===== config.mk =====
export PLATFORM = sky130hd
export DESIGN_NAME = array_3d_row_serializer
export DESIGN_NICKNAME = d
export VERILOG_FILES = /design/src/rtl/array_3d_row_serializer.sv
export SDC_FILE = /design/constraint.sdc
export NUM_CORES = 1
export LEC_CHECK = 0
export BUFFER_PORTS_ARGS = -buffer_cell sky130_fd_sc_hd__buf_2
export CAP_MARGIN = 20
export CORE_MARGIN = 2
export CORE_UTILIZATION = 35
export DETAILED_ROUTE_END_ITERATION = 16
export PLACE_DENSITY = 0.56
export SLEW_MARGIN = 10
export SYNTH_ARGS = -nofsm -noshare
export SYNTH_HDL_FRONTEND = slang
export SYNTH_SLANG_ARGS = --single-unit

===== constraint.sdc =====
create_clock -name clk -period 2.7 [get_ports clk]
set_clock_uncertainty 0.1 [all_clocks]
set_input_delay 0.405 -clock clk [delete_from_list [all_inputs] [get_ports clk]]
set_output_delay 0.405 -clock clk [all_outputs]
set_load 0.05 [all_outputs]

===== src/rtl/array_3d_row_serializer.sv =====
// Latches one ROWS x COLS array per input handshake and streams it out one row per output beat,
// row 0 first, with valid/ready backpressure on both sides and a synchronous abort.
module array_3d_row_serializer #(
  parameter int unsigned BIT_WIDTH = 4,
  parameter int unsigned ROWS      = 8,
  parameter int unsigned COLS      = 8,
  parameter int unsigned ROW_IDX_W = (ROWS > 1) ? $clog2(ROWS) : 1
) (
  input  logic                 clk,
  input  logic                 rst_n,
  input  logic [BIT_WIDTH-1:0] in_array [ROWS][COLS],
  input  logic                 in_valid,
  output logic                 in_ready,
  input  logic                 abort,
  output logic [BIT_WIDTH-1:0] out_row [COLS],
  output logic [ROW_IDX_W-1:0] out_row_idx,
  output logic                 out_last,
  output logic                 out_valid,
  input  logic                 out_ready
);

  typedef enum logic [0:0] {StIdle, StStream} state_e;

  localparam logic [ROW_IDX_W-1:0] LastRow = ROW_IDX_W'(ROWS - 1);

  state_e               state_q, state_d;
  logic [ROW_IDX_W-1:0] row_idx_q, row_idx_d;
  logic [BIT_WIDTH-1:0] frame_q [ROWS][COLS];
  logic                 capture;

  // Abort wins over both handshakes; the frame buffer is left untouched.
  always_comb begin
    state_d   = state_q;
    row_idx_d = row_idx_q;
    capture   = 1'b0;
    if (abort) begin
      state_d   = StIdle;
      row_idx_d = '0;
    end else begin
      unique case (state_q)
        StIdle: begin
          if (in_valid) begin
            capture   = 1'b1;
            row_idx_d = '0;
            state_d   = StStream;
          end
        end
        StStream: begin
          if (out_ready) begin
            if (row_idx_q == LastRow) begin
              row_idx_d = '0;
              state_d   = StIdle;
            end else begin
              row_idx_d = row_idx_q + 1'b1;
            end
          end
        end
        default: begin
          state_d   = StIdle;
          row_idx_d = '0;
        end
      endcase
    end
  end

  always_ff @(posedge clk or negedge rst_n) begin
    if (!rst_n) begin
      state_q   <= StIdle;
      row_idx_q <= '0;
    end else begin
      state_q   <= state_d;
      row_idx_q <= row_idx_d;
    end
  end

  always_ff @(posedge clk or negedge rst_n) begin
    if (!rst_n) begin
      for (int unsigned r = 0; r < ROWS; r++) begin
        for (int unsigned c = 0; c < COLS; c++) begin
          frame_q[r][c] <= '0;
        end
      end
    end else if (capture) begin
      frame_q <= in_array;
    end
  end

  // Row select as a compare-mux so the index width never has to match the array bound.
  always_comb begin
    out_row = frame_q[0];
    for (int unsigned r = 1; r < ROWS; r++) begin
      if (row_idx_q == ROW_IDX_W'(r)) begin
        out_row = frame_q[r];
      end
    end
  end

  assign in_ready    = (state_q == StIdle);
  assign out_valid   = (state_q == StStream);
  assign out_row_idx = row_idx_q;
  assign out_last    = out_valid && (row_idx_q == LastRow);

endmodule


Word level (Yosys, flattened, before mapping)
Cells that the tools add are included.

word-level totals
  register bits after elaboration = 260
  output and inout port bits = 38
  logic and storage cells = 98

operators by class
  add/subtract/negate cells = 1
  equal/unequal tests = 9
  multiplexer cells = 19
  bitwise operators = 1
  reduce and logical (&&, ||, !) cells = 2

operators by type and width
  operator                                             count
  2-to-1 mux 32 bit                                    7
  equality test 3 bit, second input constant           4
  2-to-1 mux 3 bit                                     4
  equality test 3 x 2 -> 1 bit, second input constant  2
  2-to-1 mux 1 bit                                     6
  one-hot mux 3 bit (2 select lines)                   1
  adder 3 x 1 -> 3 bit, second input constant          1
  equality test 3 x 1 -> 1 bit, second input constant  1
  != test 3 x 2 -> 1 bit, second input constant        1
  != test 3 bit, second input constant                 1
  one-hot mux 1 bit (2 select lines)                   1
  AND reduction 2 bit                                  1
  logical AND 1 bit                                    1
  inverter 1 bit                                       1

Longest topological paths before layout
  word-level depth = 8
  gate-level depth with buffers = 10
  mapped depth without buffers = 5

Worst setup path after synthesis
No wires, ideal clock.

  path type = register -> output
  from = register row_idx_q[2], in the netlist out_row_idx[2]
  to = output port out_row[0] (netlist bit)
  arrival time = 3436 ps
  path slack = -1241 ps
  stages on the path, launching flop included = 11
  cells stage by stage = dfrtp_1 -> buf_6 -> buf_6 -> clkbuf_1 -> inv_1 -> ha_1 -> a21o_1 -> buf_2 -> buf_2 -> a21oi_1 -> o41ai_1

RTL lines
  item                    line  text
  from (decl)             27    logic [ROW_IDX_W-1:0] row_idx_q, row_idx_d;
  from (signal assigned)  72    row_idx_q <= row_idx_d;
  to (decl)               15    output logic [BIT_WIDTH-1:0] out_row [COLS],

==> out/results.tsv <==
stage	metric	value	unit
place	hpwl	30700	µm
finish	final_area	20900	µm²
status	violations	setup timing	
pwr	ir_worst_vdd	0.587	mV
clock_tree	ctsLongestPathBuffers	3	
synthesis	yosys_warnings	0	
place	dp_cells	1807	
detailed_routing	viasPerCell	5.00	
place	post-place-ws	-0.00687	ns
detailed_routing	ant_nets	0	
timing	setup_slack	-0.379	ns
worst_setup_path	critPathCaptureType	output port	
timing	holdWs	0.0121	ns
synthesis	syn_area	13300	µm²
clock_tree	cts_max_level	1	
grt	grt_max_degree	78	
synthesis	synth_compound_area_share	8.51	%
job	maxCapViolations	0	
pwr	power.density	586	nW/µm²
finish	drive_above_1_share	53.9	%
die	die_w	199	µm
synthesis	synth_seq_area_share	48.9	%
place	dpl_cell_area	16200	µm²
synthesis	synth_flop_cell	dfrtp_1	
timing	rsz0062_at_grt	yes	
synthesis	synth_xor_area_share	0	%
synthesis	ys_ff_latch	260	
die	coreArea	37600	µm²
place	gp_congestion	0.899	
synthesis	synth_top_family_by_area	multiplexers	
timing	setup-violations-final	32	
worst_setup_path	path_class	register to output port	
grt	grt_overflow	0	
detailed_routing	drc	0	
grt	first_global_vias	11285	
clock_tree	cts_made_buffers	30	
synthesis	async_flop_share	100	%
timing	fin_crit_sh	114	%
clock_tree	cts_tree	done	
detailed_routing	num_vias	10686	
die	die-area	39600	µm²
hold_path	min-delay-path-class	primary input to register	
worst_setup_path	worstPathRequired	2.19	ns
clock_tree	cts_sinks	260	
place	port_buffers	298	
grt	antenna_found_initial	4	
finish	layout.nets	1867	
finish	utilization	55.7	%
detailed_routing	drtIter0Drc	532	
finish	syn2layout_area_growth	57.2	%
clock_tree	cts_root_buffer	clkbuf_16	
timing	finalHoldViolCount	0	
die	die_h	199	µm
synthesis	synthCells	1022	
die	initial_utilization	35.4	%
synthesis	yosysTopAreaCell	dfrtp_1	
synthesis	synth_edf_count	0	
synthesis	synth_mux_area_share	24.2	%
grt	grt.total_usage	23.0	%
timing	max_slew_margin	68.7	%
synthesis	synth_fa_ha_area_share	0.564	%
timing	period_needed	3.08	ns
pwr	power_leakage	0.00903	µW
detailed_routing	post_drt_wl_per_cell	21.4	µm
synthesis	yosys.area_share.simple	13.1	%
timing	tightest_slew	0.457	ns
die	io_pins	299	
timing	max_freq	325	MHz
clock_tree	clkTransAtPathRegs	0.06	ns
die	rows	71	
detailed_routing	drt-pass1-iter-count	5	
worst_setup_path	start_kind	register	
timing	drv_slew	0	
clock_tree	clk_latency	0.56	ns
synthesis	yosys-top-cells-area	dfrtp_1 (49%), mux2_2 (22%), o41ai_2 (3.7%)	
detailed_routing	wl	45800	µm
finish	final_cells	2139	
grt	grt_pass1_wl	69000	µm
worst_setup_path	arrival	2.57	ns
synthesis	ys_types	33	
synthesis	synth.net_count	1289	
status	status	finished, violations left	
synthesis	synth_top_area_share	48.9	%
worst_setup_path	worst-path-max-fanout	11	
synthesis	syn_avg_cell_area	13.0	µm²
-- placed cells by master (no fill, tap or decap), drive strengths merged, types with 4 or more instances in the layout --
master and count:
nor2 5, clkinv 8, clkbuf 46, mux2 256
dfrtp 260, dlygate4sd3 247, or4b 32, nor3 32
buf 388, o21ai 32, inv 4, and4b 32
nand2b 64, a21oi 33, o31ai 32, diode 4
ha 6, mux2i 33, and3 32, o41ai 32
or3b 32
-- synthesized netlist by cell type (30+ instances only) --
cell        n
dfrtp_1   260
mux2_2    256
nand2b_1   64
clkbuf_1   39
mux2i_1    33
a21oi_1    32
and3_1     32
and4b_1    32
nor3_1     32
o21ai_0    32
o31ai_1    32
or4b_1     32
o41ai_2    30
-- flip-flops by register name, summed over array words and instances (netlist names) --
register     cells
frame_q        256
out_row_idx      3
out_valid        1
-- where the power goes --
group	leakage (µW)	internal, µW	switching (µW)
logic	0.00544	1580	1190
clock network	0.000531	2640	1700
registers	0.00306	4640	507
total	0.00903	8860	3400
-- critical path, cell delays in order (launching register included) --
cell and delay, ns:
dfrtp_2 0.47, inv_2 0.10, ha_1 0.22, a21o_4 0.26
bufbuf_16 0.34, a21oi_4 0.06, o41ai_4 0.33, buf_6 0.21
-- final cells by class --
cell class / count / area (µm²)
Clock inverter: 12 / 138
Tap cell: 511 / 639
Sequential cell: 260 / 6510
Clock buffer: 44 / 925
Multi-Input combinational cell: 664 / 7190
Inverter: 4 / 17.5
Fill cell: 3149 / 16700
Antenna cell: 4 / 10.0
Timing Repair Buffer: 640 / 5480
-- repair_timing --
item	4_1_cts	5_1_grt
hold endpoints to repair	282	0
gates cloned	7	2
setup buffers	13	5
hold buffers	247	0
gates resized for setup	150	40
pin swaps	30	16
endpoints found under the setup margin	33	33
-- per-stage QoR --
stage / setup TNS [ns] / power [µW]
after floorplan: -3.48 / 6570
after global placement: 0 / 7390
after detailed placement: -0.00687 / 7430
after CTS: -11.55 / 12300
after global routing: -13.43 / 12800
final: -10.87 / 12300
-- cell families after synthesis --
family,Yosys count
AO/OA/AOI/OAI,135
multiplexers,289
AND/OR/NAND/NOR,234
flip-flops,260
buffers and inverters,98
adder cells (fa/ha/maj),6
-- final timing paths --
| path | start | endpoint | slack [ns] | cells past startpoint |
|---|---|---|---|---|
| max in group asynchronous | rst_n | frame_q[74]$_DFFE_PN0P_ | 1.54 | 3 |
| min in group asynchronous | rst_n | frame_q[34]$_DFFE_PN0P_ | 0.24 | 2 |
| min | in_array[223] | frame_q[223]$_DFFE_PN0P_ | 0.01 | 2 |
| max | out_row_idx[1]$_DFFE_PN0P_ | out_row[1] | -0.38 | 7 |
| min reg2reg | frame_q[3]$_DFFE_PN0P_ | frame_q[3]$_DFFE_PN0P_ | 0.39 | 1 |
| max reg2reg | out_valid$_DFF_PN0_ | frame_q[240]$_DFFE_PN0P_ | 0.78 | 4 |
-- metal layers --
layer,vias up,GRT usage [%],wire [µm]
met3,68,4.07,2550
li1,4985,-,-
met5,-,0,0
met2,317,32.9,19500
met4,0,5.91,1080
met1,5316,35.3,22700
No activity file was read; power rests on OpenSTA's default activity.
